===== src/rtl/cmd_decoder_pkg.sv =====
// Shared definitions for the PC command decoder: request codes, error codes,
// FSM state encoding and default timeout.
package cmd_decoder_pkg;

  typedef enum logic [2:0] {
    S_IDLE,
    S_GET_ADDR,
    S_CHECK,
    S_ISSUE,
    S_WAIT_DONE
  } state_t;

  typedef enum logic [1:0] {
    ERR_NONE    = 2'b00,
    ERR_CMD     = 2'b01,
    ERR_ADDR    = 2'b10,
    ERR_TIMEOUT = 2'b11
  } err_t;

  localparam logic [2:0] CODE_STATUS      = 3'd0;
  localparam logic [2:0] CODE_TEMP        = 3'd1;
  localparam logic [2:0] CODE_HUM         = 3'd2;
  localparam logic [2:0] CODE_CONT_T_ON   = 3'd3;
  localparam logic [2:0] CODE_CONT_H_ON   = 3'd4;
  localparam logic [2:0] CODE_CONT_T_OFF  = 3'd5;
  localparam logic [2:0] CODE_CONT_H_OFF  = 3'd6;

  localparam logic [7:0] REQ_MAX = 8'h06;

  localparam int unsigned DEFAULT_TIMEOUT_CYCLES = 50_000_000;

endpackage


===== src/rtl/cmd_decoder_timeout_counter.sv =====
// Saturating cycle counter; expired stays high once TIMEOUT_CYCLES-1 is reached.
module timeout_counter #(
  parameter int unsigned TIMEOUT_CYCLES = 16
) (
  input  logic clk,
  input  logic reset,
  input  logic clear,
  input  logic enable,
  output logic expired
);

  localparam int unsigned W = (TIMEOUT_CYCLES > 1) ? $clog2(TIMEOUT_CYCLES) : 1;
  localparam logic [W-1:0] LAST = W'(TIMEOUT_CYCLES - 1);

  logic [W-1:0] count;

  assign expired = (count == LAST);

  always_ff @(posedge clk) begin
    if (reset || clear) begin
      count <= '0;
    end else if (enable && !expired) begin
      count <= count + 1'b1;
    end
  end

endmodule


===== src/rtl/cmd_decoder.sv =====
// Two-byte PC command decoder: collects {code, address}, validates, hands the
// request to the sensor interface and waits for the reply to complete.
module cmd_decoder
  import cmd_decoder_pkg::*;
#(
  parameter int unsigned TIMEOUT_CYCLES = DEFAULT_TIMEOUT_CYCLES,
  parameter logic [7:0]  ADDR_MIN       = 8'h30,
  parameter logic [7:0]  ADDR_MAX       = 8'h39
) (
  input  logic       clk,
  input  logic       reset,
  input  logic [7:0] rx_data,
  input  logic       rx_valid,
  input  logic       cmd_ack,
  input  logic       resp_done,
  output logic       cmd_valid,
  output logic [2:0] cmd_code,
  output logic [7:0] cmd_addr,
  output logic       cont_temp,
  output logic       cont_hum,
  output logic       err_valid,
  output logic [1:0] err_code,
  output logic       busy
);

  state_t     state;
  logic [7:0] byte0;
  logic [7:0] byte1;
  logic       timer_clear;
  logic       timer_enable;
  logic       expired;

  // The timer only runs in the two waiting states and sits at zero elsewhere,
  // so every entry into a waiting state starts from a cleared count.
  assign timer_enable = (state == S_GET_ADDR) || (state == S_WAIT_DONE);
  assign timer_clear  = !timer_enable;

  timeout_counter #(
    .TIMEOUT_CYCLES(TIMEOUT_CYCLES)
  ) u_timer (
    .clk    (clk),
    .reset  (reset),
    .clear  (timer_clear),
    .enable (timer_enable),
    .expired(expired)
  );

  always_ff @(posedge clk) begin
    if (reset) begin
      state     <= S_IDLE;
      byte0     <= '0;
      byte1     <= '0;
      cmd_valid <= 1'b0;
      cmd_code  <= '0;
      cmd_addr  <= '0;
      cont_temp <= 1'b0;
      cont_hum  <= 1'b0;
      err_valid <= 1'b0;
      err_code  <= '0;
      busy      <= 1'b0;
    end else begin
      err_valid <= 1'b0;
      case (state)
        S_IDLE: begin
          if (rx_valid) begin
            byte0 <= rx_data;
            state <= S_GET_ADDR;
            busy  <= 1'b1;
          end
        end
        S_GET_ADDR: begin
          if (rx_valid) begin
            byte1 <= rx_data;
            state <= S_CHECK;
          end else if (expired) begin
            err_valid <= 1'b1;
            err_code  <= ERR_TIMEOUT;
            state     <= S_IDLE;
            busy      <= 1'b0;
          end
        end
        S_CHECK: begin
          if (byte0 > REQ_MAX) begin
            err_valid <= 1'b1;
            err_code  <= ERR_CMD;
            state     <= S_IDLE;
            busy      <= 1'b0;
          end else if (byte1 < ADDR_MIN || byte1 > ADDR_MAX) begin
            err_valid <= 1'b1;
            err_code  <= ERR_ADDR;
            state     <= S_IDLE;
            busy      <= 1'b0;
          end else begin
            cmd_valid <= 1'b1;
            cmd_code  <= byte0[2:0];
            cmd_addr  <= byte1;
            state     <= S_ISSUE;
          end
        end
        S_ISSUE: begin
          if (cmd_ack) begin
            cmd_valid <= 1'b0;
            state     <= S_WAIT_DONE;
            case (cmd_code)
              CODE_CONT_T_ON:  cont_temp <= 1'b1;
              CODE_CONT_H_ON:  cont_hum  <= 1'b1;
              CODE_CONT_T_OFF: cont_temp <= 1'b0;
              CODE_CONT_H_OFF: cont_hum  <= 1'b0;
              default: ;
            endcase
          end
        end
        S_WAIT_DONE: begin
          if (resp_done) begin
            state <= S_IDLE;
            busy  <= 1'b0;
          end else if (expired) begin
            err_valid <= 1'b1;
            err_code  <= ERR_TIMEOUT;
            state     <= S_IDLE;
            busy      <= 1'b0;
          end
        end
        default: begin
          state <= S_IDLE;
          busy  <= 1'b0;
        end
      endcase
    end
  end

endmodule


===== config.mk =====
export PLATFORM = sky130hd
export DESIGN_NAME = cmd_decoder
export DESIGN_NICKNAME = d
export VERILOG_FILES = /design/src/rtl/cmd_decoder_pkg.sv /design/src/rtl/cmd_decoder_timeout_counter.sv /design/src/rtl/cmd_decoder.sv
export SDC_FILE = /design/constraint.sdc
export NUM_CORES = 1
export LEC_CHECK = 0
export ABC_AREA = 1
export CORE_MARGIN = 2
export CORE_UTILIZATION = 60
export CTS_CLUSTER_SIZE = 10
export DETAILED_ROUTE_END_ITERATION = 16
export PLACE_DENSITY = 0.83
export SYNTH_ARGS = -nofsm -noshare
export SYNTH_HDL_FRONTEND = slang
export SYNTH_SLANG_ARGS = --single-unit
export TNS_END_PERCENT = 100

===== constraint.sdc =====
create_clock -name clk -period 4.2 [get_ports clk]
set_input_delay 0.84 -clock clk [delete_from_list [all_inputs] [get_ports clk]]
set_output_delay 0.84 -clock clk [all_outputs]
set_load 0.01 [all_outputs]

# After elaboration in Yosys (flattened, before gate mapping)
# Index checks and enable logic that the tools add are counted.
dict set report word_totals {
  output_inout_bits 18
  ff_bits 63
  input_bits 13
}
dict set report op_classes {
  n_reduce_logical 20
  bitwise_logic 3
  order_cmp 3
  mux 33
  eq_ne 16
  add_sub_neg 1
}
# operator n
set ops {}
lappend ops {{26-bit by 1-bit adder with 26-bit output (second input constant)} 1}
lappend ops {{26-bit == test (second input constant)} 1}
lappend ops {{3-bit 2-to-1 mux} 5}
lappend ops {{3-bit one-hot mux with 5 select lines} 1}
lappend ops {{1-bit 2-to-1 mux} 14}
lappend ops {{2-bit 2-to-1 mux} 7}
lappend ops {{3-bit == test (second input constant)} 4}
lappend ops {{2-bit inequality test (second input constant)} 6}
lappend ops {{4-bit AND reduction} 3}
lappend ops {{3-bit by 2-bit == test with 1-bit output (second input constant)} 3}
lappend ops {{3-bit AND reduction} 3}
lappend ops {{8-bit by 3-bit > comparator with 1-bit output (second input constant)} 1}
lappend ops {{8-bit by 6-bit > comparator with 1-bit output (second input constant)} 1}
lappend ops {{8-bit by 6-bit less-than comparator with 1-bit output (second input constant)} 1}
lappend ops {{1-bit one-hot mux with 2 select lines} 3}
lappend ops {{2-bit one-hot mux with 3 select lines} 1}
lappend ops {{2-bit AND reduction} 3}
lappend ops {{2-bit nonzero test} 3}
lappend ops {{1-bit one-hot mux with 5 select lines} 1}
lappend ops {{3-bit by 1-bit == test with 1-bit output (second input constant)} 1}
lappend ops {{3-bit zero test} 1}
lappend ops {{1-bit logical OR} 3}
lappend ops {{3-bit inequality test (second input constant)} 1}
lappend ops {{1-bit NOT} 3}
lappend ops {{4 further kinds} 5}

# Logic depth before layout (Yosys ltp)
dict set report logic_depth {
  depth_word 5
  ltp_mapped 11
  ltp_nobuf 11
}

# Modules after synthesis
# From an unflattened synthesis, not the netlist that was laid out.
dict set report unflattened {
  cells_unflattened 476
  area_unflattened_um2 3188.1
}
# module area_per_inst_um2 instances cells_each seq_area_each_um2
set modules_own_cells {}
lappend modules_own_cells {timeout_counter 1624.1 1 270 520.5}
lappend modules_own_cells {cmd_decoder 1564.0 1 206 740.7}

# Worst setup path after synthesis
# OpenSTA, ideal clock, no wires.
dict set report synth_timing {
  kind {input -> register}
  from {input reset}
  to {register byte0[5]}
  t_required_ns 4.130
  setup_time_ns 0.070
  path_stages 6
  slack_ns 2.388
  n_path_buf 3
  t_arrival_ns 1.742
  cell_sequence {clkbuf_1 inv_1 clkbuf_1 clkbuf_1 o21ai_0 a21oi_1}
}
# item line
set synth_rtl {}
lappend synth_rtl {{start: declaration} cmd_decoder.sv:11} ;# input logic reset,
lappend synth_rtl {{end signal: assignment} cmd_decoder.sv:66} ;# byte0 <= rx_data;
lappend synth_rtl {{end: declaration} cmd_decoder.sv:27} ;# logic [7:0] byte0;

# Final worst setup path
dict set report layout_timing {
  from {input reset}
  to {register u_timer.count[25]}
}
dict set report layout_via {
  elab_chain_len 1
}
# item line
set layout_lines {}
lappend layout_lines {{1-bit logical OR} cmd_decoder_timeout_counter.sv:20} ;# if (reset || clear) begin
lappend layout_lines {{end signal: assignment} cmd_decoder_timeout_counter.sv:23} ;# count <= count + 1'b1;
lappend layout_lines {{end: declaration} cmd_decoder_timeout_counter.sv:15} ;# logic [W-1:0] count;
# Every way passes these cells.
# A chain may end at the register's enable or synchronous reset.

==> metrics.txt <==
# TYPE chip_impl_metric gauge
chip_impl_metric{name="cts-buffers-inserted",unit=""} 9
chip_impl_metric{name="detailed_place_hpwl",unit="mm"} 5.47
chip_impl_metric{name="seq_area_frac_synth",unit="%"} 37.5
chip_impl_metric{name="final_layout_size_suffix_gt1_share",unit="%"} 11.9
chip_impl_metric{name="max_cap_viol_count",unit=""} 0
chip_impl_metric{name="die_area",unit="mm²"} 0.00622
chip_impl_metric{name="fin_tns_setup",unit="ps"} 0
chip_impl_metric{name="synth_top_cell_area_share",unit="%"} 37.5
chip_impl_metric{name="report.power.total",unit="mW"} 1.35
chip_impl_metric{name="stdcell_count",unit=""} 595
chip_impl_metric{name="final_slew_viol_count",unit=""} 0
chip_impl_metric{name="groute.usage.overall",unit="%"} 27.3
chip_impl_info{name="netlist.top_cell.by_area",value="dfxtp_1"} 1
chip_impl_metric{name="antenna_found_initial",unit=""} 0
chip_impl_metric{name="place_ws",unit="ps"} 1420
chip_impl_info{name="cts_tree",value="built"} 1
chip_impl_metric{name="coreArea",unit="mm²"} 0.00547
chip_impl_metric{name="synthesis.nets",unit=""} 506
chip_impl_metric{name="timing.fmax",unit="MHz"} 414
chip_impl_metric{name="finalClockSkew",unit="ps"} 8.21
chip_impl_metric{name="drt_drc_violations_left",unit=""} 0
chip_impl_metric{name="route.detailed.wl_per_inst",unit="µm"} 13.2
chip_impl_metric{name="antennaDiodeCount",unit=""} 0
chip_impl_metric{name="std_cell_rows",unit=""} 27
chip_impl_metric{name="floorplan.initialDensity",unit="%"} 61.5
chip_impl_metric{name="synth.cell_area",unit="mm²"} 0.00337
chip_impl_metric{name="setup-violations-final",unit=""} 0
chip_impl_metric{name="cts.htree.levels",unit=""} 3
chip_impl_metric{name="place.gp.congestion",unit=""} 0.927
chip_impl_metric{name="maximum_clock_insertion_buffer_count",unit=""} 2
chip_impl_metric{name="num-fill-cells",unit=""} 494
chip_impl_info{name="worst_setup_path_start_kind",value="input pin"} 1
chip_impl_metric{name="global_route.overflow_total",unit=""} 0
chip_impl_metric{name="clock_sink_count",unit=""} 63
chip_impl_info{name="cts_root_buf",value="clkbuf_8"} 1
chip_impl_metric{name="worst_ep_arrival_time",unit="ps"} 2590
chip_impl_info{name="mostFrequentLayoutCells",value="111 x nand2_1, 84 x nor2_1, 63 x dfxtp_1, 54 x inv_1, 33 x o21ai_0"} 1
chip_impl_metric{name="ys_ff_latch",unit=""} 63
chip_impl_info{name="rsz0062_at_grt",value="false"} 1
chip_impl_info{name="min_path_type",value="flop to flop"} 1
chip_impl_metric{name="timing_hold_violations_final",unit=""} 0
chip_impl_info{name="layout.cells.most_common",value="nand2_1"} 1
chip_impl_metric{name="worst_skew_pair_later_pin_latency",unit="ps"} 350
chip_impl_metric{name="antenna_left",unit=""} 0
chip_impl_metric{name="fp.dieW",unit="µm"} 78.9
chip_impl_metric{name="cts_setup_buffers",unit=""} 0
chip_impl_info{name="end_kind",value="flop"} 1
chip_impl_metric{name="finalCriticalPeriod",unit="ps"} 2410
chip_impl_metric{name="total_leakage_power",unit="nW"} 1.49
chip_impl_metric{name="post_cts_resized",unit=""} 0
chip_impl_metric{name="final_core_utilization",unit="%"} 70.8
chip_impl_metric{name="post-place-cells",unit=""} 579
chip_impl_metric{name="finalCritPeriodShare",unit="%"} 57.5
chip_impl_metric{name="dr_total_vias",unit=""} 3159
chip_impl_metric{name="area_delta_synth_final",unit="%"} 15.1
chip_impl_info{name="post_synth_main_area_contributors",value="dfxtp_1 37%, nand2_1 12%, nor2_1 9.4%"} 1
chip_impl_metric{name="wl",unit="mm"} 7.85
chip_impl_metric{name="ioPinCount",unit=""} 31
chip_impl_info{name="timing_worst_setup_path_type",value="input pin to flop"} 1
chip_impl_metric{name="ir_worst_vdd",unit="mV"} 0.303
chip_impl_metric{name="grt_pass1_vias",unit=""} 2990
chip_impl_metric{name="post_route_setup_slack",unit="ps"} 1790
chip_impl_metric{name="worst_slew_pin_slew",unit="ps"} 1140
chip_impl_metric{name="place.port_buffers",unit=""} 30
chip_impl_metric{name="drt_pass_1_iters",unit=""} 5
chip_impl_metric{name="cp_data_required_time",unit="ps"} 4380
chip_impl_metric{name="synth.avg_cell_area",unit="µm²"} 6.84
chip_impl_metric{name="fin_nets",unit=""} 532
chip_impl_metric{name="postSynthCellCount",unit=""} 492
chip_impl_metric{name="dieHeight",unit="µm"} 78.9
chip_impl_info{name="outcome",value="completed"} 1
chip_impl_metric{name="ctsHoldBuffers",unit=""} 0
chip_impl_metric{name="viasPerCell",unit=""} 5.31
chip_impl_metric{name="yosys.cell_types.count",unit=""} 37
chip_impl_metric{name="grt_pass1_wl",unit="mm"} 13.2
chip_impl_metric{name="slew-limit-headroom",unit="%"} 23.8
chip_impl_metric{name="pin_count_of_the_biggest_net_entering_global_routing",unit=""} 30
chip_impl_metric{name="path_max_fanout",unit=""} 23
chip_impl_metric{name="drt_iter0_drc",unit=""} 180
chip_impl_metric{name="power_density",unit="mW/mm²"} 347
chip_impl_metric{name="clkTransAtPathRegs",unit="ps"} 70
chip_impl_metric{name="ys_warn_count",unit=""} 0
## critical path: stages
cell and delay [ps]:
clkdlybuf4s50_1 710, nor2_2 110, inv_1 830, a21oi_1 80
## logic make-up (layout without fill, tap and decap cells)
kind of cell | count (synthesis) | after routing | synth area share, %
compound gates | 89 | 89 | 16.1
xor+xnor | 11 | 11 | 2.86
fa+ha+maj | 1 | 1 | 0.372
buf+inv | 72 | 103 | 9.52
flops | 63 | 63 | 37.5
simple gates | 256 | 256 | 33.7
## cells in the mapped netlist
| cell type | count |
|---|---|
| nand2_1 | 111 |
| nor2_1 | 84 |
| dfxtp_1 | 63 |
| inv_1 | 54 |
| o21ai_0 | 33 |
| a21oi_1 | 29 |
| nand3_1 | 22 |
| a21oi_2 | 20 |
| nand2_2 | 13 |
| xor2_1 | 8 |
| clkbuf_1 | 7 |
| nor3_1 | 6 |
| nand4_1 | 5 |
| buf_2 | 4 |
| nand3b_1 | 3 |
| xnor2_1 | 3 |
| a31oi_1 | 2 |
| and3_1 | 2 |
| buf_6 | 2 |
| inv_2 | 2 |
| nor2_2 | 2 |
| o21ai_2 | 2 |
| a21boi_0 | 1 |
| buf_12 | 1 |
| buf_8 | 1 |
| ha_1 | 1 |
| inv_4 | 1 |
| nand2_4 | 1 |
| nand2_8 | 1 |
| nand3_4 | 1 |
| nor2_4 | 1 |
| nor2_8 | 1 |
| nor3_2 | 1 |
| nor4_1 | 1 |
| o211a_1 | 1 |
| o31ai_1 | 1 |
| or2_2 | 1 |
## stage by stage
stage / hold slack, ps / instance area, µm²
final: 448 / 3870
after global routing: 479 / 3870
after CTS: 451 / 3870
after detailed placement: 439 / 3650
after global placement: 435 / 3650
after floorplan: 424 / 3370
## power breakdown
| group | switching (mW) | leakage, nW | total, mW | internal [mW] |
|---|---|---|---|---|
| Combinational | 0.0862 | 0.867 | 0.130 | 0.0434 |
| Sequential | 0.0107 | 0.511 | 0.627 | 0.616 |
| Clock | 0.239 | 0.110 | 0.589 | 0.350 |
| Total | 0.336 | 1.49 | 1.35 | 1.01 |
## cell type report
class                           count  area [µm²]  area share, %
Clock buffer                       11         141           3.65
Clock inverter                      5        81.3           2.10
Inverter                           57         216           5.59
Multi-Input combinational cell    357        1780           46.0
Sequential cell                    63        1260           32.5
Tap cell                           72        90.1           2.32
Timing Repair Buffer               30         300           7.75
## worst paths after layout
check	start	to	slack (ps)	depth (start not counted)
min	byte0[7]	byte0[7]	450	2
min reg2reg	byte0[7]	byte0[7]	450	2
max	reset	u_timer.count[25]	1790	4
max reg2reg	u_timer.count[0]	u_timer.count[6]	2130	10
## routing by layer
layer | global-route usage [%] | wire length, µm
met1 | 29.7 | 3270
met2 | 49.7 | 3980
met3 | 8.18 | 400
met4 | 10.7 | 193
met5 | 0 | 0
## sequential cells by signal (all words and copies together) (netlist names)
register       cells
cmd_code           3
busy               1
cmd_valid          1
state              3
err_valid          1
byte1              8
err_code           2
cont_temp          1
cmd_addr           8
byte0              8
u_timer.count     26
cont_hum           1
Power figures use the tool's default switching activity.
